[src/rtl/alu_serial.sv]
// Digit-serial ALU: processes DIGIT bits per clock over WIDTH/DIGIT cycles.
// Keeps persistent C/Z/N/V flags so ADC/SBC can chain multi-word arithmetic.
module alu_serial #(
   parameter int WIDTH = 8,
   parameter int DIGIT = 4
) (
   input  logic             clk,
   input  logic             rst_n,
   input  logic             start,
   input  logic [2:0]       op,
   input  logic [WIDTH-1:0] a,
   input  logic [WIDTH-1:0] b,
   output logic             busy,
   output logic             done,
   output logic [WIDTH-1:0] result,
   output logic             flag_c,
   output logic             flag_z,
   output logic             flag_n,
   output logic             flag_v
);

   localparam int NDIG = WIDTH / DIGIT;
   localparam int CW   = (NDIG > 1) ? $clog2(NDIG) : 1;

   localparam logic [0:0] IDLE = 1'b0;
   localparam logic [0:0] RUN  = 1'b1;

   localparam logic [2:0] OP_ADD = 3'b000;
   localparam logic [2:0] OP_ADC = 3'b001;
   localparam logic [2:0] OP_SUB = 3'b010;
   localparam logic [2:0] OP_SBC = 3'b011;
   localparam logic [2:0] OP_AND = 3'b100;
   localparam logic [2:0] OP_OR  = 3'b101;
   localparam logic [2:0] OP_XOR = 3'b110;
   localparam logic [2:0] OP_CMP = 3'b111;

   logic [0:0]       state_r;
   logic [CW-1:0]    cnt_r;
   logic [WIDTH-1:0] a_r;
   logic [WIDTH-1:0] b_r;
   logic [WIDTH-1:0] acc_r;
   logic [WIDTH-1:0] result_r;
   logic [2:0]       op_r;
   logic             carry_r;
   logic             done_r;
   logic             c_r;
   logic             z_r;
   logic             n_r;
   logic             v_r;

   logic [DIGIT-1:0] a_dig_s;
   logic [DIGIT-1:0] b_dig_s;
   logic [DIGIT-1:0] dig_s;
   logic [DIGIT:0]   sum_s;
   logic [WIDTH-1:0] dig_ext_s;
   logic [WIDTH-1:0] acc_next_s;
   logic             arith_s;
   logic             last_s;
   logic             v_next_s;
   logic             sub_s;
   logic             cin_s;

   // Digit datapath: one DIGIT-wide slice of add or logic op per cycle
   always_comb begin
      a_dig_s   = a_r[DIGIT-1:0];
      b_dig_s   = b_r[DIGIT-1:0];
      sum_s     = {1'b0, a_dig_s} + {1'b0, b_dig_s} + {{DIGIT{1'b0}}, carry_r};
      arith_s   = (op_r[2] == 1'b0) || (op_r == OP_CMP);
      case (op_r)
         OP_AND:  dig_s = a_dig_s & b_dig_s;
         OP_OR:   dig_s = a_dig_s | b_dig_s;
         OP_XOR:  dig_s = a_dig_s ^ b_dig_s;
         default: dig_s = sum_s[DIGIT-1:0];
      endcase
      dig_ext_s = {WIDTH{1'b0}};
      dig_ext_s[DIGIT-1:0] = dig_s;
      // New digit enters at the top so the LSB digit ends up at bit 0 after NDIG shifts
      acc_next_s = (dig_ext_s << (WIDTH - DIGIT)) | (acc_r >> DIGIT);
      last_s     = (cnt_r == CW'(NDIG - 1));
      if (arith_s) begin
         v_next_s = (a_dig_s[DIGIT-1] == b_dig_s[DIGIT-1]) &&
                    (acc_next_s[WIDTH-1] != a_dig_s[DIGIT-1]);
      end else begin
         v_next_s = 1'b0;
      end
   end

   // Accept decode: operand inversion and carry-in chosen from the incoming opcode
   always_comb begin
      sub_s = (op == OP_SUB) || (op == OP_SBC) || (op == OP_CMP);
      case (op)
         OP_ADD:  cin_s = 1'b0;
         OP_ADC:  cin_s = c_r;
         OP_SUB:  cin_s = 1'b1;
         OP_SBC:  cin_s = c_r;
         OP_CMP:  cin_s = 1'b1;
         default: cin_s = 1'b0;
      endcase
   end

   // Control FSM, operand shifters, result and flag registers
   always_ff @(posedge clk or negedge rst_n) begin
      if (!rst_n) begin
         state_r  <= IDLE;
         cnt_r    <= {CW{1'b0}};
         a_r      <= {WIDTH{1'b0}};
         b_r      <= {WIDTH{1'b0}};
         acc_r    <= {WIDTH{1'b0}};
         result_r <= {WIDTH{1'b0}};
         op_r     <= 3'b000;
         carry_r  <= 1'b0;
         done_r   <= 1'b0;
         c_r      <= 1'b0;
         z_r      <= 1'b0;
         n_r      <= 1'b0;
         v_r      <= 1'b0;
      end else begin
         done_r <= 1'b0;
         case (state_r)
            IDLE: begin
               if (start) begin
                  a_r     <= a;
                  b_r     <= sub_s ? ~b : b;
                  op_r    <= op;
                  carry_r <= cin_s;
                  cnt_r   <= {CW{1'b0}};
                  state_r <= RUN;
               end
            end
            RUN: begin
               a_r     <= a_r >> DIGIT;
               b_r     <= b_r >> DIGIT;
               carry_r <= sum_s[DIGIT];
               acc_r   <= acc_next_s;
               cnt_r   <= cnt_r + CW'(1);
               if (last_s) begin
                  state_r <= IDLE;
                  done_r  <= 1'b1;
                  if (op_r != OP_CMP) begin
                     result_r <= acc_next_s;
                  end
                  z_r <= (acc_next_s == {WIDTH{1'b0}});
                  n_r <= acc_next_s[WIDTH-1];
                  v_r <= v_next_s;
                  if (arith_s) begin
                     c_r <= sum_s[DIGIT];
                  end
               end
            end
            default: state_r <= IDLE;
         endcase
      end
   end

   assign busy   = (state_r == RUN);
   assign done   = done_r;
   assign result = result_r;
   assign flag_c = c_r;
   assign flag_z = z_r;
   assign flag_n = n_r;
   assign flag_v = v_r;

endmodule

[config.mk]
export PLATFORM = sky130hd
export DESIGN_NAME = alu_serial
export DESIGN_NICKNAME = d
export VERILOG_FILES = /design/src/rtl/alu_serial.sv
export SDC_FILE = /design/constraint.sdc
export NUM_CORES = 1
export LEC_CHECK = 0
export CORE_MARGIN = 3
export CORE_UTILIZATION = 30
export DETAILED_ROUTE_END_ITERATION = 8
export SYNTH_ARGS = -nofsm -noshare
export SYNTH_HDL_FRONTEND = slang
export SYNTH_SLANG_ARGS = --single-unit
[constraint.sdc]
create_clock -name clk -period 2.7 [get_ports clk]
set_input_delay 0.54 -clock clk [delete_from_list [all_inputs] [get_ports clk]]
set_output_delay 0.54 -clock clk [all_outputs]
set_load 0.02 [all_outputs]
Word-level counts from Yosys, hierarchy flattened
Index checks and enable logic that the tools add are counted.
{"block": "word_totals", "register_bits": 43, "in_bits": 22}
{"block": "op_classes", "bitwise": 7, "n_eq_ne": 12, "addsub": 3, "n_reduce_logical": 11, "muxes": 17}
{"operator": "case mux 8 bit (2 select lines)", "n": 2}
{"operator": "2-to-1 mux 8 bit", "n": 3}
{"operator": "== test 3 bit (second input constant)", "n": 5}
{"operator": "case mux 4 bit (3 select lines)", "n": 1}
{"operator": "zero test 8 bit", "n": 1}
{"operator": "NOT 8 bit", "n": 1}
{"operator": "OR 8 x 4 -> 8 bit", "n": 1}
{"operator": "case mux 1 bit (2 select lines)", "n": 4}
{"operator": "2-to-1 mux 1 bit", "n": 7}
{"operator": "== test 3 x 2 -> 1 bit (second input constant)", "n": 2}
{"operator": "AND reduction 3 bit", "n": 2}
{"operator": "adder 4 x 4 -> 5 bit", "n": 1}
{"operator": "adder 5 x 1 -> 5 bit", "n": 1}
{"operator": "bitwise AND 4 bit", "n": 1}
{"operator": "OR 4 bit", "n": 1}
{"operator": "AND reduction 2 bit", "n": 2}
{"operator": "OR reduction 2 bit", "n": 2}
{"operator": "XOR 4 bit", "n": 1}
{"operator": "== test 3 x 1 -> 1 bit (second input constant)", "n": 1}
{"operator": "logical OR 1 bit", "n": 3}
{"operator": "inequality test 3 bit (second input constant)", "n": 1}
{"operator": "inequality test 2 bit (second input constant)", "n": 1}
{"operator": "NOT 1 bit", "n": 2}
{"operator": "adder 1 bit (second input constant)", "n": 1}
{"operator": "other kinds (3)", "n": 3}

Longest topological paths before layout
{"block": "depth", "depth_word": 7, "depth_mapped": 8}

Worst setup path after synthesis
No wires, ideal clock.
{"block": "synth_timing", "kind": "register to register", "from": "reg a_r[0]", "to": "reg z_r, in the netlist flag_z", "stages_incl_launch_ff": 9, "t_required_ns": 2.624, "path_buffers": 0, "t_arrival_ns": 1.882, "setup_time_ns": 0.076, "setup_slack_ns": 0.741, "synth_period_minus_slack_ns": 1.959, "cell_sequence": "dfrtp_1 -> inv_1 -> fa_1 -> fa_1 -> nor2b_1 -> nor3_1 -> a21oi_1 -> nand4_1 -> o21ai_1"}
{"block": "synth_between", "elab_chain_cells": 5, "word_cells_on_any_way": 8, "classes_between": "add/sub (2); mux (1); bitwise (4); reduce/logical (1)"}
{"item": "start: declaration", "line": "39", "source": "logic [WIDTH-1:0] a_r;"}
{"item": "start signal: assignment", "line": "106", "source": "a_r <= {WIDTH{1'b0}};"}
{"item": "start signal: assignment", "line": "131", "source": "a_r <= a_r >> DIGIT;"}
{"item": "adder 4 x 4 -> 5 bit", "line": "67", "source": "sum_s = {1'b0, a_dig_s} + {1'b0, b_dig_s} + {{DIGIT{1'b0}}, carry_r};"}
{"item": "adder 5 x 1 -> 5 bit", "line": "67"}
{"item": "case mux 4 bit (3 select lines) *", "line": "69", "source": "case (op_r)"}
{"item": "OR 8 x 4 -> 8 bit *", "line": "78", "source": "acc_next_s = (dig_ext_s << (WIDTH - DIGIT)) | (acc_r >> DIGIT);"}
{"item": "zero test 8 bit *", "line": "142", "source": "z_r <= (acc_next_s == {WIDTH{1'b0}});"}
{"item": "end signal: assignment", "line": "142"}
{"item": "end: declaration", "line": "47", "source": "logic z_r;"}
Every way passes the cells marked *; elsewhere a longest branch is shown, timed or not.
A chain may end at the register's enable or synchronous reset.

Worst setup path after layout
Same ends and word-level chain as after synthesis.

==> metrics.csv <==
metric,value,unit
outcome,"finished, final reports clean",
synth_area_per_cell,10.7,µm²
ir_worst_vdd,446,µV
die_y,89.3,µm
synth_ff_type,dfrtp_1,
cp-end-kind,flip-flop,
synth_edf_count,0,
cp-start-kind,flip-flop,
reg2reg_from,a_r[0],
post-route-drc-count,0,
worstReg2RegEnd,flag_z,
ys_top_cells_by_count,"dfrtp_1, nor2_1, nand2_1",
finalSetupTns,0,ns
wl,3.84,mm
crit_family,adder cells,
fillers,639,
core_area,0.00653,mm²
ys_top_cells_by_area,"dfrtp_1, mux2i_1, ha_1, mux2_1, nor2_1",
vias,1440,
clkLatencyLatePin,0.29,ns
maxSlewViolCount,0,
hold_viol_final,0,
ctsHoldBuffers,0,
start_util,31.9,%
worst-path-buf-inv,1,
first_pass_iters,4,
finalCriticalPeriod,2.15,ns
syn_inst,195,
die_w,89.3,µm
numCtsBuffers,5,
multi_input_area,0.00101,mm²
worst_pin_slew,0.847,ns
synthArstFlopShare,100,%
cts-htree-levels,2,
drive_gt1_share,10.9,%
cts_sinks,39,
cts_tree,done,
cts.path.max_buffers,2,
cp.required,2.92,ns
postRouteAntennaNets,0,
diodes,0,
clk_pin_slew_worst_paths,0.08,ns
drtIter0Drc,55,
powerDensity,1140,mW/mm²
grtUsageTotal,10.8,%
synth.distinct_cells,40,
postCtsSetupBuffers,0,
period_share,79.4,%
ios,36,
area_delta_synth_final,24.5,%
syn_nets,227,
grt_max_degree,40,
wl_per_cell,12.5,µm
maxCapViolCount,0,
worst_path_max_delay_cell,fa_1,
worstPathCellList,inv_1 -> fa_1 -> fa_1 -> nor2b_1 -> nor3_1 -> a21oi_1 -> nand4_1 -> o21ai_1,
finalSetupViolCount,0,
final.setup.worst_slack,0.555,ns
grt-ovfl-total,0,
ys_seq_area_share,46.9,%
rsz0062_at_grt,false,
gp_congestion,0.821,
yosysWarnings,0,
yosys_register_bits,39,
root_buffer,clkbuf_8,
cp_max_fo,3,
num_rows,29,
post-place-ws,0.569,ns
cpMostUsedCell,fa_1,
vias_per_cell,4.69,
fp.dieArea,0.00797,mm²
yosysTopAreaCell,dfrtp_1,
final_nets,261,
grt_pass1_vias,1380,
synth_most_common_cell,dfrtp_1,
antenna_found_initial,0,
hp-class,in2async,
synth_area,0.00208,mm²
path_class,reg2reg,
synth_top_area_share,46.9,%
reg2reg_slack,0.55,ns
dp_hpwl,2.87,mm
slew_headroom,43.5,%
cts-resized-gates,0,
ff2ff_path_depth,8,
p_leak,1.13,nW
critPathArrivalTime,2.36,ns
register_area,976,µm²
final-instance-count-excl-fill,307,
grt_pass1_wl,6.62,mm
port-buffer-count,35,
max_freq,0.466,GHz
skew,0.00601,ns
crit_path_max_incr_delay,0.50,ns
dpl.cell_count,299,
[worst max-delay path by stage]
stage | from | endpoint | cells past startpoint
3_3_place_gp | a_r[0] | flag_z | 8
6_report | a_r[0] | flag_z | 8
3_5_place_dp | a_r[0] | flag_z | 8
4_1_cts | a_r[0] | flag_z | 8
2_1_floorplan | a_r[0] | flag_z | 8
5_1_grt | a_r[0] | flag_z | 8
[sequential cells by signal (all words and copies together), names as in the netlist]
signal   cells
flag_z       1
op_r         3
done         1
flag_v       1
b_r          8
carry_r      1
flag_n       1
cnt_r        1
flag_c       1
acc_r        4
busy         1
a_r          8
result       8
[metrics by stage]
| step | hold WS (ns) | total power, mW | cell area, µm² | utilization, % |
|---|---|---|---|---|
| global placement | 0.462 | 2.55 | 2490 | 38.1 |
| detailed placement | 0.471 | 2.57 | 2490 | 38.1 |
| CTS | 0.399 | 3.01 | 2590 | 39.7 |
| global route | 0.426 | 3.24 | 2590 | 39.7 |
| finish | 0.356 | 2.96 | 2590 | 39.7 |
| floorplan | 0.244 | 2.13 | 2080 | - |
[cells by family after synthesis]
kind of cell    synth area share (%)
buf+inv                         4.57
mux                             13.6
flops                           46.9
fa+ha+maj                       6.74
xor+xnor                        4.21
simple gates                    10.6
compound gates                  13.3
[layer usage]
layer	part of all wire (%)	global-route usage [%]	routed length [µm]
met4	1.5	4.06	56
met2	44	15.8	1710
met5	0	0	0
met3	4.6	2.76	177
met1	49	15.4	1900
[cells in the final DEF (no fill, tap or decap), drive strengths merged, types with 6 or more instances in the layout]
cell            n
a21oi           7
xnor2           6
o21ai          19
clkbuf          8
nand2          16
ha              8
dfrtp          39
clkdlybuf4s50  34
inv            12
mux2           13
nor2           17
mux2i          13
[power by group]
part           switching [mW]  total, mW  internal, mW
sequential              0.214       1.06         0.845
combinational           0.759       1.47         0.714
clock                   0.196      0.429         0.233
[layout make-up]
cell class | instances | share of cell area (%)
Multi-Input combinational cell | 133 | 39.0
Sequential cell | 39 | 37.7
Timing Repair Buffer | 37 | 13.9
Clock buffer | 8 | 3.86
Tap cell | 77 | 3.72
Inverter | 13 | 1.88
Note: power is estimated with default switching activity, not from simulation.
